<file path="src/rtl/seven_segment_driver.sv">
// Four-digit multiplexed common-anode 7-segment driver.
// Shows a 16-bit value as hex or decimal (mod 10000), with one selectable decimal point,
// and exports the registered digit values so it can also serve as a binary-to-BCD converter.
module seven_segment_driver #(
    parameter int unsigned REFRESH_BITS = 18
) (
    input  logic        clk,
    input  logic        rst,
    input  logic [15:0] din,
    input  logic        bcd,
    input  logic [1:0]  dec,
    input  logic        enable,
    output logic [3:0]  an,
    output logic [6:0]  seg,
    output logic        dp,
    output logic [3:0]  ones,
    output logic [3:0]  tens,
    output logic [3:0]  hundreds,
    output logic [3:0]  thousands
);

    localparam logic [REFRESH_BITS-1:0] CntOne = {{(REFRESH_BITS-1){1'b0}}, 1'b1};

    logic [REFRESH_BITS-1:0] cnt_q;
    logic [REFRESH_BITS-1:0] cnt_d;
    logic [15:0]             dig_q;
    logic [15:0]             dig_d;
    logic [15:0]             bcd_val;
    logic [1:0]              sel;
    logic [3:0]              cur_digit;
    logic [6:0]              glyph;
    logic [3:0]              an_d;
    logic [6:0]              seg_d;
    logic                    dp_d;

    // Double-dabble over the low four BCD digits; the carry out of the thousands digit is
    // dropped each step, which leaves exactly din mod 10000.
    always_comb begin
        bcd_val = 16'd0;
        for (int i = 0; i < 16; i++) begin
            for (int j = 0; j < 4; j++) begin
                if (bcd_val[4*j +: 4] >= 4'd5) begin
                    bcd_val[4*j +: 4] = bcd_val[4*j +: 4] + 4'd3;
                end
            end
            bcd_val = {bcd_val[14:0], din[15-i]};
        end
    end

    // Select the digit source for the next clock.
    always_comb begin
        dig_d = bcd ? bcd_val : din;
        cnt_d = cnt_q + CntOne;
    end

    // Pick the digit currently being scanned.
    always_comb begin
        sel       = cnt_q[REFRESH_BITS-1 -: 2];
        cur_digit = 4'd0;
        unique case (sel)
            2'd0: cur_digit = dig_q[3:0];
            2'd1: cur_digit = dig_q[7:4];
            2'd2: cur_digit = dig_q[11:8];
            2'd3: cur_digit = dig_q[15:12];
        endcase
    end

    // Active-low glyph for the scanned digit, {g,f,e,d,c,b,a}.
    always_comb begin
        glyph = 7'b1111111;
        unique case (cur_digit)
            4'h0: glyph = 7'b1000000;
            4'h1: glyph = 7'b1111001;
            4'h2: glyph = 7'b0100100;
            4'h3: glyph = 7'b0110000;
            4'h4: glyph = 7'b0011001;
            4'h5: glyph = 7'b0010010;
            4'h6: glyph = 7'b0000010;
            4'h7: glyph = 7'b1111000;
            4'h8: glyph = 7'b0000000;
            4'h9: glyph = 7'b0010000;
            4'hA: glyph = 7'b0001000;
            4'hB: glyph = 7'b0000011;
            4'hC: glyph = 7'b1000110;
            4'hD: glyph = 7'b0100001;
            4'hE: glyph = 7'b0000110;
            4'hF: glyph = 7'b0001110;
        endcase
    end

    // Next display values; blanking only gates the outputs, the scan keeps running.
    always_comb begin
        an_d  = 4'b1111;
        seg_d = 7'b1111111;
        dp_d  = 1'b1;
        if (enable) begin
            an_d  = ~(4'b0001 << sel);
            seg_d = glyph;
            dp_d  = (sel == dec) ? 1'b0 : 1'b1;
        end
    end

    // Scan counter, digit register and display registers share one async reset.
    always_ff @(posedge clk or negedge rst) begin
        if (!rst) begin
            cnt_q <= '0;
            dig_q <= 16'd0;
            an    <= 4'b1111;
            seg   <= 7'b1111111;
            dp    <= 1'b1;
        end else begin
            cnt_q <= cnt_d;
            dig_q <= dig_d;
            an    <= an_d;
            seg   <= seg_d;
            dp    <= dp_d;
        end
    end

    assign ones      = dig_q[3:0];
    assign tens      = dig_q[7:4];
    assign hundreds  = dig_q[11:8];
    assign thousands = dig_q[15:12];

endmodule

</file>
<file path="config.mk">
export PLATFORM = sky130hd
export DESIGN_NAME = seven_segment_driver
export DESIGN_NICKNAME = d
export VERILOG_FILES = /design/src/rtl/seven_segment_driver.sv
export SDC_FILE = /design/constraint.sdc
export NUM_CORES = 1
export LEC_CHECK = 0
export BUFFER_PORTS_ARGS = -buffer_cell sky130_fd_sc_hd__buf_2
export CAP_MARGIN = 20
export CORE_AREA = 10 10 126 128
export DETAILED_ROUTE_END_ITERATION = 10
export DIE_AREA = 0 0 136 138
export PLACE_DENSITY = 0.84
export SLEW_MARGIN = 25
export SYNTH_ARGS = -nofsm -noshare
export SYNTH_HDL_FRONTEND = slang
export SYNTH_SLANG_ARGS = --single-unit
</file>
<file path="constraint.sdc">
create_clock -name clk -period 2.67 [get_ports clk]
set_input_delay 0.4005 -clock clk [delete_from_list [all_inputs] [get_ports clk]]
set_output_delay 0.4005 -clock clk [all_outputs]
set_load 0.005 [all_outputs]
</file>
==> flow_summary_export.csv, run 1 <==
group,metric,value,unit
outcome,run_status,"did not finish",
outcome,stop_stage,"global routing",
outcome,error,"[ERROR GRT-0232] Routing congestion too high. Check the congestion heatmap in the GUI.",
clock_network,cts_sinks,46,
yosys,synth_flop_cell,"dfrtp_1",
clock_network,cts_buffers,5,
yosys,synth_seq_area_share,16.2,%
die,initial_core_util,53.4,%
yosys,synth_async_sr_flop_share,100,%
placed_design,place_area,9970,µm²
yosys,syn_nets,988,
placed_design,dp_hpwl,19600,µm
timing,worstEndpointGrtRepair,"dig_q[12]$_DFF_PN0_/D",
grt,gr-total-overflow,20,
yosys,synthAdderAreaFrac,6.08,%
yosys,synthCells,931,
clock_network,cts_hold_buf,0,
clock_network,htreeDepth,2,
placed_design,place_congestion,0.950,
grt,grt_max_degree,47,
yosys,syn_area,7210,µm²
clock_network,clock-root-buffer,"clkbuf_16",
clock_network,clockBufferDepth,2,
yosys,synth_cell_types,113,
yosys,synth_top_family_by_area,"compound AO/OA/AOI/OAI gates",
yosys,ys_warn_count,0,
yosys,synth_mux_area_share,7.60,%
die,die_y,138,µm
yosys,synth-simple-area-share,24.5,%
yosys,synth_area_per_cell,7.74,µm²
placed_design,dpl_worst_slack,-8.02,ns
die,rows,43,
yosys,synth_edf_count,0,
yosys,synth_compound_area_share,34.0,%
grt,gr-usage-all-layers,71.7,%
yosys,ys_seq_elements,46,
timing,worst-ep-kind,"register data pin",
placed_design,port_buffers,49,
die,die_x,136,µm
die,boundaryPins,50,
yosys,synth_xor_xnor_area_share,5.40,%
==> metal layers <==
metal	GRT overflow	GRT usage [%]
met3	1	65.2
met1	1	71.5
met5	0	44.6
met4	10	69.5
met2	8	80.0
==> cell usage after synthesis (5+ instances only) <==
cell       number  share of area (%)
o21a_1         11                1.1
xor2_1         11                1.3
or2_1           6               0.52
o221ai_1        7               0.85
inv_1          56                2.9
ha_1           35                6.1
nor2_1         77                4.0
o221a_2         6               0.94
buf_2           6               0.42
mux2i_1        21                2.9
nor3_1         35                2.4
inv_2           6               0.31
o21ai_1         8               0.56
mux2_2         14                2.2
nand3b_1        7               0.73
a31oi_1         8               0.69
a211oi_1       17                1.8
o211ai_1       18                1.9
clkbuf_1       36                1.9
nand4_1         9               0.78
dfstp_2        12                4.4
o2111ai_1       6               0.73
nor4_1          7               0.61
dfrtp_1        34                 12
a21o_1         15                1.6
xnor2_1        24                2.9
and3_1         13                1.1
nand2b_1       11               0.95
and2_1         10               0.87
o21ai_0        44                3.1
or3_1          10               0.87
nand2_1        69                3.6
o22ai_1         8               0.69
a21oi_1        49                3.4
nand3_1        49                3.4
o31ai_1         7               0.73
a211o_1         5               0.61
==> metrics by stage <==
stage | utilization, % | instances | hold slack, ns
global placement | 73.8 | 1407 | 0.453
floorplan | - | 931 | 0.105
detailed placement | 73.8 | 1407 | 0.455
CTS | 80.5 | 1448 | 0.221
==> cells by family after synthesis <==
| kind of cell | after synthesis |
|---|---|
| adders and majority gates | 35 |
| xor gates and xnor gates | 39 |
| AOI/OAI and AO/OA | 314 |
| muxes | 45 |
| buffers and inverters | 110 |
| and+or+nand+nor | 342 |
| DFF | 46 |
==> what timing repair did <==
item,4_1_cts
endpoints found under the setup margin,15
setup buffers,34
resized for setup,103
endpoints found under the hold margin,0
pin swaps,67
==> run 2, diff against run 1 <==
--- a/config.mk
+++ b/config.mk
@@ -7,10 +7,10 @@
 export LEC_CHECK = 0
 export BUFFER_PORTS_ARGS = -buffer_cell sky130_fd_sc_hd__buf_2
 export CAP_MARGIN = 20
-export CORE_AREA = 10 10 126 128
+export CORE_AREA = 10 10 146 148
 export DETAILED_ROUTE_END_ITERATION = 10
-export DIE_AREA = 0 0 136 138
-export PLACE_DENSITY = 0.84
+export DIE_AREA = 0 0 156 158
+export PLACE_DENSITY_LB_ADDON = 0.15
 export SLEW_MARGIN = 25
 export SYNTH_ARGS = -nofsm -noshare
 export SYNTH_HDL_FRONTEND = slang
==> run 2 against run 1 <==
  * The flow now finishes, with violations (setup timing)
  * Synthesized area stayed put
  * Synthesized cell count is the same
==> flow_summary_export.csv, run 2 <==
group,metric,value,unit
yosys,synth_area_per_cell,7.74,µm²
clock_network,cts_tree,"yes",
finish,antennaDiodeCount,0,
yosys,ys_top_cells_by_count,"77 x nor2_1, 69 x nand2_1, 56 x inv_1",
grt,grt_max_degree,47,
timing,slew_violations,0,
yosys,syn_area,7210,µm²
finish,fin_cells,1570,
finish,drive_gt1_share,51.4,%
placed_design,dp_hpwl,18100,µm
detailed_routing,ant_nets,0,
yosys,synth_largest_area_cell,"dfrtp_1",
grt,antenna_found_initial,0,
grt,gr-usage-all-layers,18.8,%
die,boundaryPins,50,
yosys,ys_seq_elements,46,
critical_path,critPathKind,"input pin to register",
yosys,synth_compound_area_share,34.0,%
die,core-area,18500,µm²
outcome,violations,"setup timing",
yosys,synth_mux_area_share,7.60,%
detailed_routing,dr_total_vias,8786,
grt,grt_pass1_vias,8438,
yosys,synthCells,931,
timing,worst-slew-pin-transition,0.544,ns
yosys,synth_cell_types,113,
clock_network,cts_hold_buf,0,
finish,largest_reg_flops,18,
die,die_y,158,µm
timing,max_slew_margin,63.7,%
die,dieArea,24600,µm²
yosys,synth_async_sr_flop_share,100,%
detailed_routing,wl_per_cell,15.6,µm
flow_run,drv_cap,0,
detailed_routing,drt_iter0_drc,655,
timing,post-route-period-util,360,%
detailed_routing,firstDrtPassIters,5,
worst_hold_path,hp-class,"input pin to asynchronous set/reset pin",
placed_design,place_congestion,0.882,
detailed_routing,drt-vias-per-instance,5.60,
detailed_routing,drt_wl_total,24400,µm
yosys,synth_seq_area_share,16.2,%
timing,grt_setup_unrepaired,"yes",
critical_path,slowest_delay,0.40,ns
critical_path,cp_common_cell,"ha_4",
die,die_x,156,µm
yosys,synth_xor_xnor_area_share,5.40,%
yosys,synth-simple-area-share,24.5,%
critical_path,cp-start-kind,"input pin",
yosys,synth_flop_cell,"dfrtp_1",
yosys,synthTopCellsByArea,"dfrtp_1 12%, ha_1 6.1%, dfstp_2 4.4%",
clock_network,clock_latency,0.29,ns
critical_path,worstPathArrival,9.82,ns
detailed_routing,drc_errors,0,
yosys,ys_warn_count,0,
finish,top_register,"cnt_q",
critical_path,cp_max_fo,3,
critical_path,cp_slowest_cell,"or3b_4",
yosys,yosysMostFrequentCell,"nor2_1",
finish,top_regs,"cnt_q: 18 flops, dig_q: 16 flops, seg: 7 flops",
outcome,run_status,"finished with violations",
yosys,synth_top_family_by_area,"compound AO/OA/AOI/OAI gates",
clock_network,clock-root-buffer,"clkbuf_16",
finish,final_common_cell,"buf_4",
yosys,synth_edf_count,0,
die,rows,50,
grt,grt_pass1_wl,39900,µm
placed_design,port_buffers,49,
die,initial_core_util,39.1,%
clock_network,cts_buffers,5,
critical_path,cp-end-kind,"register",
timing,fin_skew,0.00191,ns
yosys,synth_top_area_share,11.8,%
clock_network,clockBufferDepth,2,
yosys,syn_nets,988,
timing,setup_ws,-6.93,ns
finish,area_growth,63.3,%
clock_network,htreeDepth,2,
yosys,synthAdderAreaFrac,6.08,%
timing,final-hold-violation-count,0,
timing,setup_viol,15,
clock_network,cts_sinks,46,
grt,gr-total-overflow,0,
timing,period_needed,9.60,ns
critical_path,required,2.89,ns
placed_design,dp_cells,1483,
timing,max_freq,0.104,GHz
clock_network,clkTransAtPathRegs,0.06,ns
finish,num-nets-final,1392,
finish,final_cell_mix,"366 x buf_4, 72 x nor2_1, 63 x nand2_1, 46 x nand3_1, 46 x buf_2",
==> run 2: per-stage QoR <==
| step | TNS, ns | utilization (%) | worst slack, ns | cell area (µm²) | hold slack (ns) |
|---|---|---|---|---|---|
| floorplan | -96.92 | - | -7.68 | 7570 | 0.105 |
| global placement | -97.22 | 55.3 | -7.37 | 10200 | 0.451 |
| detailed placement | -99.19 | 55.3 | -7.60 | 10200 | 0.464 |
| CTS | -90.13 | 60.9 | -6.77 | 11200 | 0.214 |
| global route | -99.74 | 63.8 | -7.50 | 11800 | 0.142 |
| finish | -92.26 | 63.8 | -6.93 | 11800 | 0.0921 |
==> run 2: layout make-up <==
class / instances / area (µm²)
inverter: 64 / 250
sequential: 46 / 1170
multi-input combinational: 775 / 6580
tap: 234 / 293
clock inverter: 3 / 25.0
fill: 1537 / 6680
clock buffer: 5 / 125
timing repair buffer: 443 / 3330
==> run 2: cells by family (layout without fill, tap and decap cells) <==
logic type,Yosys count,count (layout)
buffers and inverters,110,515
flip-flops,46,46
multiplexers,45,45
AND/OR/NAND/NOR,342,342
adder cells (fa/ha/maj),35,35
XOR/XNOR,39,39
AO/OA/AOI/OAI,314,314
==> run 2: worst max-delay path, delay by kind of cell <==
| kind | cells | cell delay (ns) |
|---|---|---|
| AOI/OAI and AO/OA | 19 | 3.74 |
| xor gates and xnor gates | 2 | 0.26 |
| adders and majority gates | 9 | 1.51 |
| and+or+nand+nor | 14 | 2.03 |
| muxes | 3 | 0.55 |
| buffers and inverters | 14 | 1.29 |
==> run 2: final timing paths <==
kind	start	end	slack, ns	depth (start not counted)
setup / recovery	din[14]	dig_q[14]	-6.93	61
hold / removal	rst	cnt_q[9]	0.09	1
setup reg to reg	cnt_q[17]	seg[3]	0.55	5
hold reg to reg	cnt_q[12]	cnt_q[12]	0.47	1
max in group asynchronous	rst	seg[5]	2.19	1
min in group clk	din[0]	dig_q[0]	0.22	1
==> run 2: repair_timing <==
| item | in CTS | in global routing |
|---|---|---|
| buffers inserted | 53 | 31 |
| endpoints found under the setup margin | 15 | 15 |
| gates resized for setup | 114 | 65 |
| pin swaps | 83 | 50 |
==> run 2: metal layers <==
layer  part of all wire (%)  GRT usage, %
met1                     46          24.4
met2                     48          32.5
met3                    4.0          1.55
met4                    2.2          5.22
met5                      0             0
Power of run 2 is left out: the tool's default activity adds up to more than one toggle a clock period on the data nets, which glitch-free logic cannot reach.
